## config.mk

```make
export PLATFORM = sky130hd
export DESIGN_NAME = stopwatch_lap_ctl
export DESIGN_NICKNAME = d
export VERILOG_FILES = /design/src/rtl/stopwatch_pkg.sv /design/src/rtl/stopwatch_lap_ctl_edge_rise.sv /design/src/rtl/stopwatch_lap_ctl.sv
export SDC_FILE = /design/constraint.sdc
export NUM_CORES = 1
export LEC_CHECK = 0
export ABC_AREA = 1
export BUFFER_PORTS_ARGS = -buffer_cell sky130_fd_sc_hd__buf_2
export CAP_MARGIN = 0
export CORE_ASPECT_RATIO = 0.8
export CORE_MARGIN = 1
export CORE_UTILIZATION = 45
export DETAILED_ROUTE_END_ITERATION = 10
export RECOVER_POWER = 100
export SETUP_SLACK_MARGIN = 0.2
export SYNTH_ARGS = -nofsm -noshare
export SYNTH_HDL_FRONTEND = slang
export SYNTH_SLANG_ARGS = --single-unit
```

## constraint.sdc

```tcl
create_clock -name clk -period 2.1 [get_ports clk]
set_clock_uncertainty 0.05 [all_clocks]
set_input_delay 0.315 -clock clk [delete_from_list [all_inputs] [get_ports clk]]
set_output_delay 0.315 -clock clk [all_outputs]
set_load 0.01 [all_outputs]
```

## src/rtl/stopwatch_pkg.sv

```systemverilog
// Shared state encodings and tick-divider constants for the stopwatch sequencer.
package stopwatch_pkg;

  typedef enum logic [1:0] {
    ST_IDLE  = 2'd0,
    ST_RUN   = 2'd1,
    ST_PAUSE = 2'd2,
    ST_LAP   = 2'd3
  } state_t;

  localparam int TICK_DIV_DEFAULT = 1000000;
  localparam int TICK_DIV_SIM     = 4;

endpackage

```

## src/rtl/stopwatch_lap_ctl_edge_rise.sv

```systemverilog
// Rising-edge detector; the history bit resets to 1 so a level held through reset gives no edge.
module edge_rise (
  input  logic clk,
  input  logic reset,
  input  logic in,
  output logic rise
);

  logic q;

  always_ff @(posedge clk) begin
    if (reset) q <= 1'b1;
    else       q <= in;
  end

  assign rise = in & ~q;

endmodule

```

## src/rtl/stopwatch_lap_ctl.sv

```systemverilog
// Edge-driven stopwatch sequencer: idle/run/pause/lap FSM, count-tick prescaler, lap capture pulse.
module stopwatch_lap_ctl
  import stopwatch_pkg::*;
#(
  parameter int TICK_DIV = TICK_DIV_DEFAULT
) (
  input  logic       clk,
  input  logic       reset,
  input  logic       trig,
  input  logic       split,
  output logic       init_regs,
  output logic       count_enabled,
  output logic       tick,
  output logic       lap_load,
  output logic       disp_freeze,
  output logic [1:0] state_o
);

  localparam int PRE_W = $clog2(TICK_DIV);
  localparam logic [PRE_W-1:0] PRE_MAX = PRE_W'(TICK_DIV - 1);

  state_t           state_q, state_d;
  logic [PRE_W-1:0] pre;
  logic             trig_r, split_r;

  edge_rise u_trig_edge (
    .clk   (clk),
    .reset (reset),
    .in    (trig),
    .rise  (trig_r)
  );

  edge_rise u_split_edge (
    .clk   (clk),
    .reset (reset),
    .in    (split),
    .rise  (split_r)
  );

  always_ff @(posedge clk) begin
    if (reset) state_q <= ST_IDLE;
    else       state_q <= state_d;
  end

  // trig is tested first in every state so it wins over a simultaneous split.
  always_comb begin
    state_d       = state_q;
    init_regs     = 1'b0;
    count_enabled = 1'b0;
    disp_freeze   = 1'b0;
    case (state_q)
      ST_IDLE: begin
        init_regs = 1'b1;
        if (trig_r) state_d = ST_RUN;
      end
      ST_RUN: begin
        count_enabled = 1'b1;
        if (trig_r)       state_d = ST_PAUSE;
        else if (split_r) state_d = ST_LAP;
      end
      ST_LAP: begin
        count_enabled = 1'b1;
        disp_freeze   = 1'b1;
        if (trig_r)       state_d = ST_PAUSE;
        else if (split_r) state_d = ST_RUN;
      end
      ST_PAUSE: begin
        if (trig_r)       state_d = ST_RUN;
        else if (split_r) state_d = ST_IDLE;
      end
    endcase
  end

  always_ff @(posedge clk) begin
    if (reset) lap_load <= 1'b0;
    else       lap_load <= (state_q == ST_RUN) && (state_d == ST_LAP);
  end

  // Holding in PAUSE keeps the partial tick period across a pause.
  always_ff @(posedge clk) begin
    if (reset) begin
      pre <= '0;
    end else begin
      case (state_q)
        ST_IDLE:  pre <= '0;
        ST_PAUSE: pre <= pre;
        default:  pre <= (pre == PRE_MAX) ? '0 : pre + 1'b1;
      endcase
    end
  end

  assign tick    = count_enabled & (pre == PRE_MAX);
  assign state_o = state_q;

endmodule

```

## After elaboration in Yosys (flattened, before gate mapping)

Cells that the tools add are included.

| cells by class | value |
|---|---|
| add/sub/neg operators | 1 |
| equal/unequal tests | 5 |
| mux-type cells | 13 |
| bitwise operators | 5 |
| reductions and logical operators | 3 |

Operators by type and width:

| operator | count |
|---|---|
| $pmux W20 S2 | 1 |
| $add A20 B1 Y20 const B | 1 |
| $eq A20 B20 Y1 const B | 1 |
| $mux W20 | 1 |
| $mux W2 | 7 |
| $pmux W2 S4 | 1 |
| $eq A2 B2 Y1 const B | 3 |
| $and A1 B1 Y1 | 3 |
| $mux W1 | 3 |
| $eq A2 B1 Y1 const B | 1 |
| $logic_not A2 Y1 | 1 |
| $not A1 Y1 | 2 |
| $reduce_or A2 Y1 | 1 |
| $logic_and A1 B1 Y1 | 1 |

| word-level totals | value |
|---|---|
| flip-flop bits (word level) | 25 |
| input bits | 4 |
| word-level logic and storage cells | 32 |

## Logic depth before layout (Yosys ltp)

| logic depth | value |
|---|---|
| word-level depth | 7 |
| mapped depth | 10 |
| gate-level depth less buffers | 10 |

## By module

From an unflattened synthesis, not the netlist that was laid out.

| unflattened totals | value |
|---|---|
| cells, all modules | 229 |
| area, all modules | 1597.8 um2 |

Modules (own cells, without submodules):

| module | instances | cells each | area an instance (um2) | sequential area each (um2) |
|---|---|---|---|---|
| stopwatch_lap_ctl | 1 | 219 | 1522.7 | 460.4 |
| edge_rise | 2 | 5 | 37.5 | 20.0 |

## Worst setup path after synthesis

Ideal clock, no wire load.

| timing path | value |
|---|---|
| path type | register to output |
| start | register pre[1] |
| end | output port tick |
| data arrival time | 1.279 ns |
| data required time | 1.735 ns |
| path slack | 0.456 ns |
| stages on the path, launching flop included | 6 |
| buffers on the path | 0 |
| cells stage by stage | dfxtp_1 > ha_1 > nand2_2 > nor2_4 > nand2_4 > nor4_1 |

| on the way | value |
|---|---|
| cells in the longest elaborated chain, start to end | 2 |

Ends and longest elaborated chain:

| item | RTL line | text |
|---|---|---|
| start, declared | stopwatch_lap_ctl.sv:23 | `logic [PRE_W-1:0] pre;` |
| start signal, assigned | stopwatch_lap_ctl.sv:86 | `ST_PAUSE: pre <= pre;` |
| start signal, assigned | stopwatch_lap_ctl.sv:87 | `default: pre <= (pre == PRE_MAX) ? '0 : pre + 1'b1;` |
| $eq A20 B20 Y1 | stopwatch_lap_ctl.sv:92 | `assign tick = count_enabled & (pre == PRE_MAX);` |
| $and A1 B1 Y1 | stopwatch_lap_ctl.sv:92 |  |
| end, declared | stopwatch_lap_ctl.sv:13 | `output logic tick,` |

No other way between the ends.

## Worst setup path after layout

| timing path | value |
|---|---|
| start | register pre[0] |
| end | output port tick |

Same word-level chain as after synthesis.

==> impl_metrics.ini <==
[status]
status = complete, no violations

[worst_setup_path]
setup.worst_path.end_class = output port
slowest_stage = dfxtp_1
critical_path_class = reg -> out
cp.required_ns = 1.74
arrival_ns = 1.54
worstPathCellList = ha_2, nand2_1, nor2_4, nand2_4, nor4_4, clkbuf_1
worst_setup_path_start_kind = flop
cp_max_fo = 3
cpPeakStageDelay_ns = 0.37

[detailed_routing]
drtIter0Drc = 84
wl_met2_mm = 1.36
drcViolationCount = 0
post_drt_wl_per_cell_um = 11.8
drt-total-wl_mm = 3.28
top_layer_used = met4
wl_met1_mm = 1.76
ant_nets = 0
viasPerCell = 5.01
dr.pass1.iters = 5
dr_wl_met3_um = 135
vias = 1394

[die]
die_area_sq_um = 3480
die_w_um = 65.7
die_h_um = 52.9
io_pins = 11
core_sq_um = 3090
initial_core_util = 0.473
row_count = 18

[synthesis]
yosysWarnings = 0
syn-instance-count = 227
synth_nets = 232
ys_types = 24
synth_area_sq_um = 1460
syn-mean-instance-area_sq_um = 6.43
ys_ff_latch = 25
ys_seq_area_frac = 0.343

[pwr]
power_leakage_nw = 0.557
peakVddDrop_v = 0.000344
total_power_w = 0.000808
power_density_nw_per_um2 = 504

[timing]
setup_viol = 0
timing.fmax_mhz = 526
post-route-worst-setup-slack_ns = 0.198
holdWs_ns = 0.178
drv_slew = 0
rsz0062_at_grt = true
worst_slew_margin_rel = 0.324
worst_pin_slew_ns = 1.01
setup_tns_ns = 0
finalCritPeriodShare = 0.906
min_period_ns = 1.90
hold_violations = 0

[flow_run]
drv_cap = 0

[worst_hold_path]
min_path_type = in -> reg

[cts]
cts_tree = done
cts_buffer_depth = 2
cts_hold_buf = 0
numCtsBuffers = 3
worstSkewPairLatency_ns = 0.27
htreeDepth = 1
clk_pin_slew_worst_paths_ns = 0.09
clock_sinks = 25
clockRootBuffer = clkbuf_8

[layout]
fillCellCount = 327
final_nets = 244
diodes = 0
area_growth_pct = 9.95
layout-drive-gt1-share = 0.0882

[grt]
grt_use_total = 0.210
grt_pass1_vias = 1198
antenna_found_initial = 0
grt_pass1_wl_mm = 5.38
grt_start_max_net_pins = 23
grt_overflow = 0

[placed_design]
globalplace.congestion = 0.892
numPortBuffers = 10
dp_slack_ns = 0.387
dp.final_hpwl_mm = 2.29
[layout make-up]
type                    count  area (sq um)  area share
repair buffers             16          81.3      0.0507
flip-flops and latches     25           503       0.314
multi-input cells         170           837       0.522
clock buffers               3          41.3      0.0257
well taps                  40          50.0      0.0312
inverters                  23          86.3      0.0538
clock inverters             1          5.00     0.00312
[cell usage after synthesis]
cell type,number,area share
nand2_1,63,0.16
nor2_1,36,0.093
dfxtp_1,25,0.34
inv_1,23,0.059
a21oi_1,19,0.065
nand3_1,17,0.058
nand4_1,6,0.026
buf_2,5,0.017
o21ai_0,4,0.014
xnor2_1,4,0.024
xor2_1,4,0.024
clkbuf_1,3,0.0077
nor3_1,3,0.010
nand3b_1,2,0.010
nor2_4,2,0.015
nor4_1,2,0.0086
o21bai_1,2,0.010
a21oi_4,1,0.011
a311oi_1,1,0.0060
buf_6,1,0.0077
ha_1,1,0.0086
nand2_2,1,0.0043
nand2_4,1,0.0077
nand3_2,1,0.0069
[logic make-up (layout without fill, tap and decap cells)]
group	after synthesis	count (layout)	share of synthesized area
adders and majority gates	1	1	0.00857
xor gates and xnor gates	8	8	0.0480
and+or+nand+nor	134	134	0.402
buffers and inverters	32	43	0.0918
DFF	25	25	0.343
AOI/OAI and AO/OA	27	27	0.106
[power by group]
group | leakage (nW) | total, W | switching, W | internal (W)
Combinational | 0.329 | 0.0000417 | 0.0000299 | 0.0000117
Sequential | 0.203 | 0.000483 | 0.00000436 | 0.000478
Clock | 0.0255 | 0.000284 | 0.000151 | 0.000133
[registers in the layout, summed over array words and instances (netlist names)]
signal and count:
state_o 2, lap_load 1, u_trig_edge.q 1, u_split_edge.q 1, pre 20
[worst max-delay path, delay by kind of cell (launching register included)]
family / cells / cell delay [ns]
adder cells (fa/ha/maj): 1 / 0.19
buffers and inverters: 1 / 0.19
flip-flops: 1 / 0.37
AND/OR/NAND/NOR: 4 / 0.53
[what timing repair did]
action                                  4_1_cts  5_1_grt
buffers inserted                              1        4
resized for setup                             2        6
endpoints found under the setup margin        1        1
hold endpoints to repair                      0        0
pin swaps                                     1        3
[metal layers]
metal	track usage	vias to the layer above
li1	-	746
met1	0.295	621
met2	0.316	25
met3	0.0539	2
met4	0.0543	0
met5	0	-
[final timing paths]
kind,start,to,slack [ns],depth (start not counted)
worst max register to register,pre[0]$_SDFFE_PP0P_,pre[18]$_SDFFE_PP0P_,0.34,9
worst min register to register,pre[19]$_SDFFE_PP0P_,pre[19]$_SDFFE_PP0P_,0.44,2
worst min-delay path,trig,u_trig_edge.q$_SDFF_PP1_,0.18,3
worst max-delay path,pre[0]$_SDFFE_PP0P_,tick,0.20,6
[through the flow]
step                      cell area, sq um  cells  utilization
after floorplan                       1460    227            -
after global placement                1520    269        0.492
after detailed placement              1520    269        0.492
after CTS                             1580    274        0.512
after global routing                  1600    278        0.520
final                                 1600    278        0.520
[placed cells by master, fill, tap and decap left out]
cell      count
nor4_4        1
dfxtp_2       2
buf_2         2
nor3_1        3
nor4_1        1
nor2_2        2
a21oi_4       1
clkbuf_1      9
buf_4         5
dfxtp_1      23
clkbuf_8      3
ha_2          1
nor2_4        1
o21bai_1      2
nand3_2       1
nand3_1      17
nor2_1       35
nand4_1       6
a21oi_1      19
inv_1        23
nand2_1      64
a311oi_1      1
o21ai_0       4
nand3b_1      2
clkinv_2      1
xor2_1        4
xnor2_1       4
nand2_4       1
(Power assumes the default switching activity.)
